## config.mk

```make
export PLATFORM = sky130hd
export DESIGN_NAME = adc16dv160_capture_ctrl_flat
export DESIGN_NICKNAME = d
export VERILOG_FILES = /design/src/rtl/adc16dv160_capture_ctrl_if.sv /design/src/rtl/adc16dv160_capture_ctrl.sv /design/src/flat_wrapper.sv
export SDC_FILE = /design/constraint.sdc
export NUM_CORES = 1
export LEC_CHECK = 0
export CAP_MARGIN = 20
export CELL_PAD_IN_SITES_DETAIL_PLACEMENT = 0
export CELL_PAD_IN_SITES_GLOBAL_PLACEMENT = 1
export CORE_AREA = 2 2 124 126
export DETAILED_ROUTE_END_ITERATION = 8
export DIE_AREA = 0 0 126 128
export GPL_ROUTABILITY_DRIVEN = 0
export MAX_ROUTING_LAYER = met4
export PLACE_DENSITY = 0.76
export SLEW_MARGIN = 20
export SYNTH_ARGS = -nofsm -noshare
export SYNTH_HDL_FRONTEND = slang
export SYNTH_SLANG_ARGS = --single-unit
```

## constraint.sdc

```tcl
create_clock -name ACLK -period 3.45 [get_ports ACLK]
set_input_delay 0.5175 -clock ACLK [delete_from_list [all_inputs] [get_ports ACLK]]
set_output_delay 0.5175 -clock ACLK [all_outputs]
set_load 0.005 [all_outputs]
```

## src/rtl/adc16dv160_capture_ctrl_if.sv

```systemverilog
// AXI-Stream bus bundle for the ADC16DV160 capture controller.
// Signals: tvalid/tdata/tkeep/tlast (master->slave), tready (slave->master).
// Parameter DW: data width in bits (multiple of 8).
interface adc16dv160_capture_ctrl_if #(
    parameter int unsigned DW = 32
) ();
    logic              tvalid;
    logic              tready;
    logic [DW-1:0]     tdata;
    logic [DW/8-1:0]   tkeep;
    logic              tlast;

    modport master (output tvalid, output tdata, output tkeep, output tlast, input tready);
    modport slave  (input tvalid, input tdata, input tkeep, input tlast, output tready);
endinterface

```

## src/rtl/adc16dv160_capture_ctrl.sv

```systemverilog
// ADC16DV160 capture controller: turns a start request into one AXI-Stream
// packet of dsize beats, sourced from a FWFT sample FIFO or a counting pattern.
// Ports:
//   ACLK, ARESETN          clock, async active-low reset
//   start, test, dsize     capture request, pattern select, packet length (beats)
//   fifo_dout/empty/full   FWFT sample FIFO head and flags
//   fifo_rd_en             FIFO pop (combinational)
//   m00_axis               AXI-Stream master (interface, master modport)
//   sr_busy, sr_pc         capture in progress, sticky packet complete
//   ovf_cnt                FIFO-full cycle counter (only with ADC16DV160_CAPTURE_OVF_EN)
// Optional feature macro: ADC16DV160_CAPTURE_OVF_EN
module adc16dv160_capture_ctrl #(
    parameter int unsigned DW = 32
) (
    input  logic                 ACLK,
    input  logic                 ARESETN,
    input  logic                 start,
    input  logic                 test,
    input  logic [31:0]          dsize,
    input  logic [DW-1:0]        fifo_dout,
    input  logic                 fifo_empty,
    input  logic                 fifo_full,
    output logic                 fifo_rd_en,
    adc16dv160_capture_ctrl_if.master m00_axis,
    output logic                 sr_busy,
`ifdef ADC16DV160_CAPTURE_OVF_EN
    output logic [15:0]          ovf_cnt,
`endif
    output logic                 sr_pc
);

    localparam int unsigned KW = DW / 8;

    localparam logic [1:0] ST_IDLE  = 2'd0;
    localparam logic [1:0] ST_RUN   = 2'd1;
    localparam logic [1:0] ST_FLUSH = 2'd2;

    logic [1:0]    state, state_nxt;
    logic [31:0]   dsize_q;
    logic [31:0]   beat_cnt;
    logic          test_q;
    logic [DW-1:0] tdata_q;
    logic          tvalid_q;
    logic          tlast_q;
    logic          sr_pc_q;
    logic          sr_busy_q;

    logic          stage_ready;
    logic          handshake;
    logic          last_beat;
    logic          go;
    logic          load;

    // Output stage can take a new beat when empty or being drained this cycle.
    assign stage_ready = !tvalid_q || m00_axis.tready;
    assign handshake   = tvalid_q && m00_axis.tready;
    assign last_beat   = (beat_cnt == (dsize_q - 32'd1));

    // Next-state, load and pop decode.
    always_comb begin
        state_nxt  = state;
        go         = 1'b0;
        load       = 1'b0;
        fifo_rd_en = 1'b0;
        case (state)
            ST_IDLE: begin
                if (start && (dsize != 32'd0)) begin
                    go        = 1'b1;
                    state_nxt = ST_RUN;
                end
            end
            ST_RUN: begin
                load       = stage_ready && (test_q || !fifo_empty);
                fifo_rd_en = stage_ready && !test_q && !fifo_empty;
                if (load && last_beat) begin
                    state_nxt = ST_FLUSH;
                end
            end
            ST_FLUSH: begin
                if (handshake && tlast_q) begin
                    state_nxt = ST_IDLE;
                end
            end
            default: state_nxt = ST_IDLE;
        endcase
    end

    // State register.
    always_ff @(posedge ACLK or negedge ARESETN) begin
        if (!ARESETN) begin
            state <= ST_IDLE;
        end else begin
            state <= state_nxt;
        end
    end

    // Packet parameters, beat counter, output stage and status flags.
    always_ff @(posedge ACLK or negedge ARESETN) begin
        if (!ARESETN) begin
            dsize_q   <= 32'd0;
            test_q    <= 1'b0;
            beat_cnt  <= 32'd0;
            tvalid_q  <= 1'b0;
            tdata_q   <= '0;
            tlast_q   <= 1'b0;
            sr_pc_q   <= 1'b0;
            sr_busy_q <= 1'b0;
        end else begin
            if (go) begin
                dsize_q  <= dsize;
                test_q   <= test;
                beat_cnt <= 32'd0;
                sr_pc_q  <= 1'b0;
            end
            if (load) begin
                tvalid_q <= 1'b1;
                tdata_q  <= test_q ? DW'(beat_cnt) : fifo_dout;
                tlast_q  <= last_beat;
                beat_cnt <= beat_cnt + 32'd1;
            end else if (handshake) begin
                tvalid_q <= 1'b0;
                tlast_q  <= 1'b0;
            end
            if ((state == ST_FLUSH) && (state_nxt == ST_IDLE)) begin
                sr_pc_q <= 1'b1;
            end
            sr_busy_q <= (state_nxt != ST_IDLE);
        end
    end

`ifdef ADC16DV160_CAPTURE_OVF_EN
    // Saturating count of RUN cycles spent with the sample FIFO full.
    logic [15:0] ovf_q;
    always_ff @(posedge ACLK or negedge ARESETN) begin
        if (!ARESETN) begin
            ovf_q <= 16'd0;
        end else if (go) begin
            ovf_q <= 16'd0;
        end else if ((state == ST_RUN) && fifo_full && (ovf_q != 16'hFFFF)) begin
            ovf_q <= ovf_q + 16'd1;
        end
    end
    assign ovf_cnt = ovf_q;
`else
    logic unused_fifo_full;
    assign unused_fifo_full = fifo_full;
`endif

    assign m00_axis.tvalid = tvalid_q;
    assign m00_axis.tdata  = tdata_q;
    assign m00_axis.tlast  = tlast_q;
    assign m00_axis.tkeep  = {KW{1'b1}};
    assign sr_busy         = sr_busy_q;
    assign sr_pc           = sr_pc_q;

endmodule

```

## src/flat_wrapper.sv

```systemverilog
// flat-port wrapper written by rule: the top's interface ports become plain ports
module adc16dv160_capture_ctrl_flat 
#(
    parameter int unsigned DW = 32
)
  (ACLK, ARESETN, start, test, dsize, fifo_dout, fifo_empty, fifo_full, fifo_rd_en, sr_busy, sr_pc, m00_axis_tvalid, m00_axis_tdata, m00_axis_tkeep, m00_axis_tlast, m00_axis_tready);
  adc16dv160_capture_ctrl_if #(.DW(DW)) m00_axis_i ();
  input  logic ACLK;
  input  logic ARESETN;
  input  logic start;
  input  logic test;
  input  logic [31:0] dsize;
  input  logic [DW-1:0] fifo_dout;
  input  logic fifo_empty;
  input  logic fifo_full;
  output logic fifo_rd_en;
  output logic sr_busy;
  output logic sr_pc;
  output wire logic [$bits(m00_axis_i.tvalid)-1:0] m00_axis_tvalid;
  output wire logic [$bits(m00_axis_i.tdata)-1:0] m00_axis_tdata;
  output wire logic [$bits(m00_axis_i.tkeep)-1:0] m00_axis_tkeep;
  output wire logic [$bits(m00_axis_i.tlast)-1:0] m00_axis_tlast;
  input wire logic [$bits(m00_axis_i.tready)-1:0] m00_axis_tready;
  assign m00_axis_tvalid = m00_axis_i.tvalid;
  assign m00_axis_tdata = m00_axis_i.tdata;
  assign m00_axis_tkeep = m00_axis_i.tkeep;
  assign m00_axis_tlast = m00_axis_i.tlast;
  assign m00_axis_i.tready = m00_axis_tready;
  adc16dv160_capture_ctrl #(.DW(DW)) u_core (.ACLK(ACLK), .ARESETN(ARESETN), .start(start), .test(test), .dsize(dsize), .fifo_dout(fifo_dout), .fifo_empty(fifo_empty), .fifo_full(fifo_full), .fifo_rd_en(fifo_rd_en), .m00_axis(m00_axis_i), .sr_busy(sr_busy), .sr_pc(sr_pc));
endmodule
```

==> flow_metrics.tcl <==
set metrics [dict create \
    yosysSeqAreaShare_pct 44.62 \
    grt.total_usage_pct 18.92 \
    synth_fa_ha_area_share_pct 0.4332 \
    worst_pin_slew_ns 0.7894 \
    finalSetupViolCount 0 \
    insertion_delay_ns 0.35 \
    std_cell_rows 45 \
    drv_slew 0 \
    n_fill_cell 1415 \
    syn2layout_area_growth_pct 26.97 \
    crit_arrival_ns 2.93 \
    muxShareOfSynthArea_pct 14.25 \
    routed_via_density 5.406 \
    setup_tns_ns 0 \
    synth_edf_count 0 \
    h-tree-depth 3 \
    synth_ff_type "dfrtp_1" \
    cp_max_fo 8 \
    fin_crit_ns 2.690 \
    rsz0062_at_grt "no" \
    fin_crit_sh_pct 77.97 \
    final_common_cell "clkdlybuf4s50_1" \
    min_path_type "input pin to asynchronous set/reset pin" \
    wl_mm 14.40 \
    grt_pass1_vias 4736 \
    cts_buffer_depth 2 \
    max_cap_viol_count 0 \
    power_mw 4.488 \
    post_cts_buffers 0 \
    p_leak_nw 2.978 \
    cts_made_buffers 9 \
    synth_simple_gate_area_share_pct 21.83 \
    drive_gt1_share_pct 11.08 \
    end_kind "flip-flop" \
    drt_first_pass_iters 4 \
    hpwl_mm 10.90 \
    cp-start-kind "flip-flop" \
    run_status "completed" \
    yosys_warnings 0 \
    fmax_mhz 371.8 \
    cts_tree "done" \
    synth_cells 586 \
    clk_pin_slew_ns 0.07 \
    place_ws_ns 0.5737 \
    grt_max_degree 76 \
    grt_pass1_wl_mm 23.67 \
    antenna_found_initial 0 \
    core_area_mm2 0.01486 \
    cts_hold_buf 0 \
    dieArea_mm2 0.01613 \
    grt_overflow 0 \
    fin_ws_ns 0.7601 \
    synth.avg_cell_area_um2 9.858 \
    hold_viol_final 0 \
    port_buffers 106 \
    postLayoutCoreUtil_pct 49.34 \
    skew_ns 0.009437 \
    initial_utilization_pct 38.86 \
    n_antenna_cell 0 \
    synth-xor-area-share_pct 6.519 \
    vias 4725 \
    drcViolationCount 0 \
    pin_count 112 \
    ir_drop_mv 0.3690 \
    layout.nets 755 \
    netlist_area_mm2 0.005777 \
    synth_top_family_by_area "simple AND/OR/NAND/NOR gates" \
    wire_per_inst_um 16.47 \
    clockRootBuffer "clkbuf_16" \
    drt_iter0_drc 184 \
    criticalPathCategory "flip-flop to flip-flop" \
    instances_no_fill 874 \
    ys_async_sr_fraction_pct 100.0 \
    synth-compound-area-share_pct 9.205 \
    dp_cells 859 \
    maxSlewHeadroom_pct 47.38 \
    mostFrequentLayoutCells "clkdlybuf4s50_1, dfrtp_1, nand2_1" \
    clock-sinks 103 \
    ys_types 61 \
    ant_nets 0 \
    cts_resized 0 \
    cp.required_ns 3.69 \
    fp.dieW_um 126 \
    die_h_um 128 \
    power_density_mw_per_mm2 611.9 \
    synth-seq-cells 103 \
]
==> stage by stage <==
stage / area, um^2 / hold slack, ns
floorplan: 5788 / 0.2219
global placement: 7020 / 0.4601
detailed placement: 7020 / 0.4699
CTS: 7335 / 0.2747
global route: 7335 / 0.2964
finish: 7335 / 0.2363
==> metal layers <==
layer	up-vias	track usage (%)	part of all wire, %
li1	2312	-	-
met1	2291	23.43	44
met2	101	32.16	51
met3	21	2.755	3.6
met4	0	5.947	1.5
met5	-	-	0
==> final cells by class <==
type                    instances  area, um^2  area share [%]
multi-input cells             446        3038           41.42
flip-flops and latches        103        2579           35.16
repair buffers                116        1146           15.63
clock buffers                  12       246.5           3.361
well taps                     188       235.2           3.207
clock inverters                 3       67.56          0.9212
inverters                       6       22.52          0.3071
==> sequential cells by signal (all words and copies together) (netlist names) <==
| register | flops |
|---|---|
| u_core.test_q | 1 |
| u_core.m00_axis.tlast | 1 |
| u_core.beat_cnt | 32 |
| u_core.dsize_q | 32 |
| u_core.state | 2 |
| u_core.m00_axis.tvalid | 1 |
| u_core.sr_pc | 1 |
| u_core.sr_busy | 1 |
| u_core.m00_axis.tdata | 32 |
==> power by group <==
| group | internal, mW | switching [mW] |
|---|---|---|
| clock network | 0.652 | 0.437 |
| logic | 0.829 | 0.633 |
| registers | 1.53 | 0.411 |
==> cells in the mapped netlist (3+ instances only) <==
cell type / n / area [um^2]
a31oi_1: 3 / 18.77
clkbuf_1: 21 / 78.83
nand2_1: 76 / 285.3
nor2b_1: 5 / 31.28
o211ai_1: 4 / 30.03
and3_1: 9 / 56.30
nor2_1: 21 / 78.83
nand3_1: 31 / 155.2
nand4_1: 13 / 81.33
or4_1: 4 / 30.03
nor4_1: 21 / 131.4
nor3b_1: 3 / 22.52
o21ai_0: 57 / 285.3
a21oi_1: 4 / 20.02
buf_4: 4 / 30.03
nor4_4: 3 / 63.81
or4_4: 3 / 33.78
mux2_2: 34 / 382.9
xnor2_1: 24 / 210.2
mux2i_1: 44 / 440.4
nand2b_1: 7 / 43.79
nand3b_1: 5 / 37.54
nor3_1: 14 / 70.07
buf_1: 4 / 15.01
dfrtp_1: 103 / 2577
buf_2: 3 / 15.01
xor2_1: 19 / 166.4
inv_1: 6 / 22.52
==> kinds of logic after synthesis <==
group	after synthesis
fa+ha+maj	2
mux	78
buf+inv	40
xor+xnor	43
flops	103
compound gates	89
other cells	1
simple gates	230
==> critical path, cell delays in order (launching register included) <==
cell,delay [ns]
dfrtp_1,0.49
or4_4,0.61
nor3_2,0.35
and3b_1,0.29
mux2_2,0.35
o211ai_1,0.14
o2111ai_1,0.19
a2bb2oi_2,0.16
==> final timing paths <==
kind	slack, ns	endpoint	start	cells after the start
max	0.76	u_core.state[0]$_DFF_PN0_	u_core.dsize_q[4]$_DFFE_PN0P_	7
min	0.24	u_core.m00_axis.tdata[2]$_DFFE_PN0P_	ARESETN	1
max reg2reg	0.76	u_core.state[0]$_DFF_PN0_	u_core.dsize_q[4]$_DFFE_PN0P_	7
min reg2reg	0.48	u_core.m00_axis.tdata[8]$_DFFE_PN0P_	u_core.m00_axis.tdata[8]$_DFFE_PN0P_	2
max in group asynchronous	2.39	u_core.dsize_q[16]$_DFFE_PN0P_	ARESETN	2
min in group ACLK	0.48	u_core.m00_axis.tdata[8]$_DFFE_PN0P_	u_core.m00_axis.tdata[8]$_DFFE_PN0P_	2
Note: power is estimated with default switching activity, not from simulation.
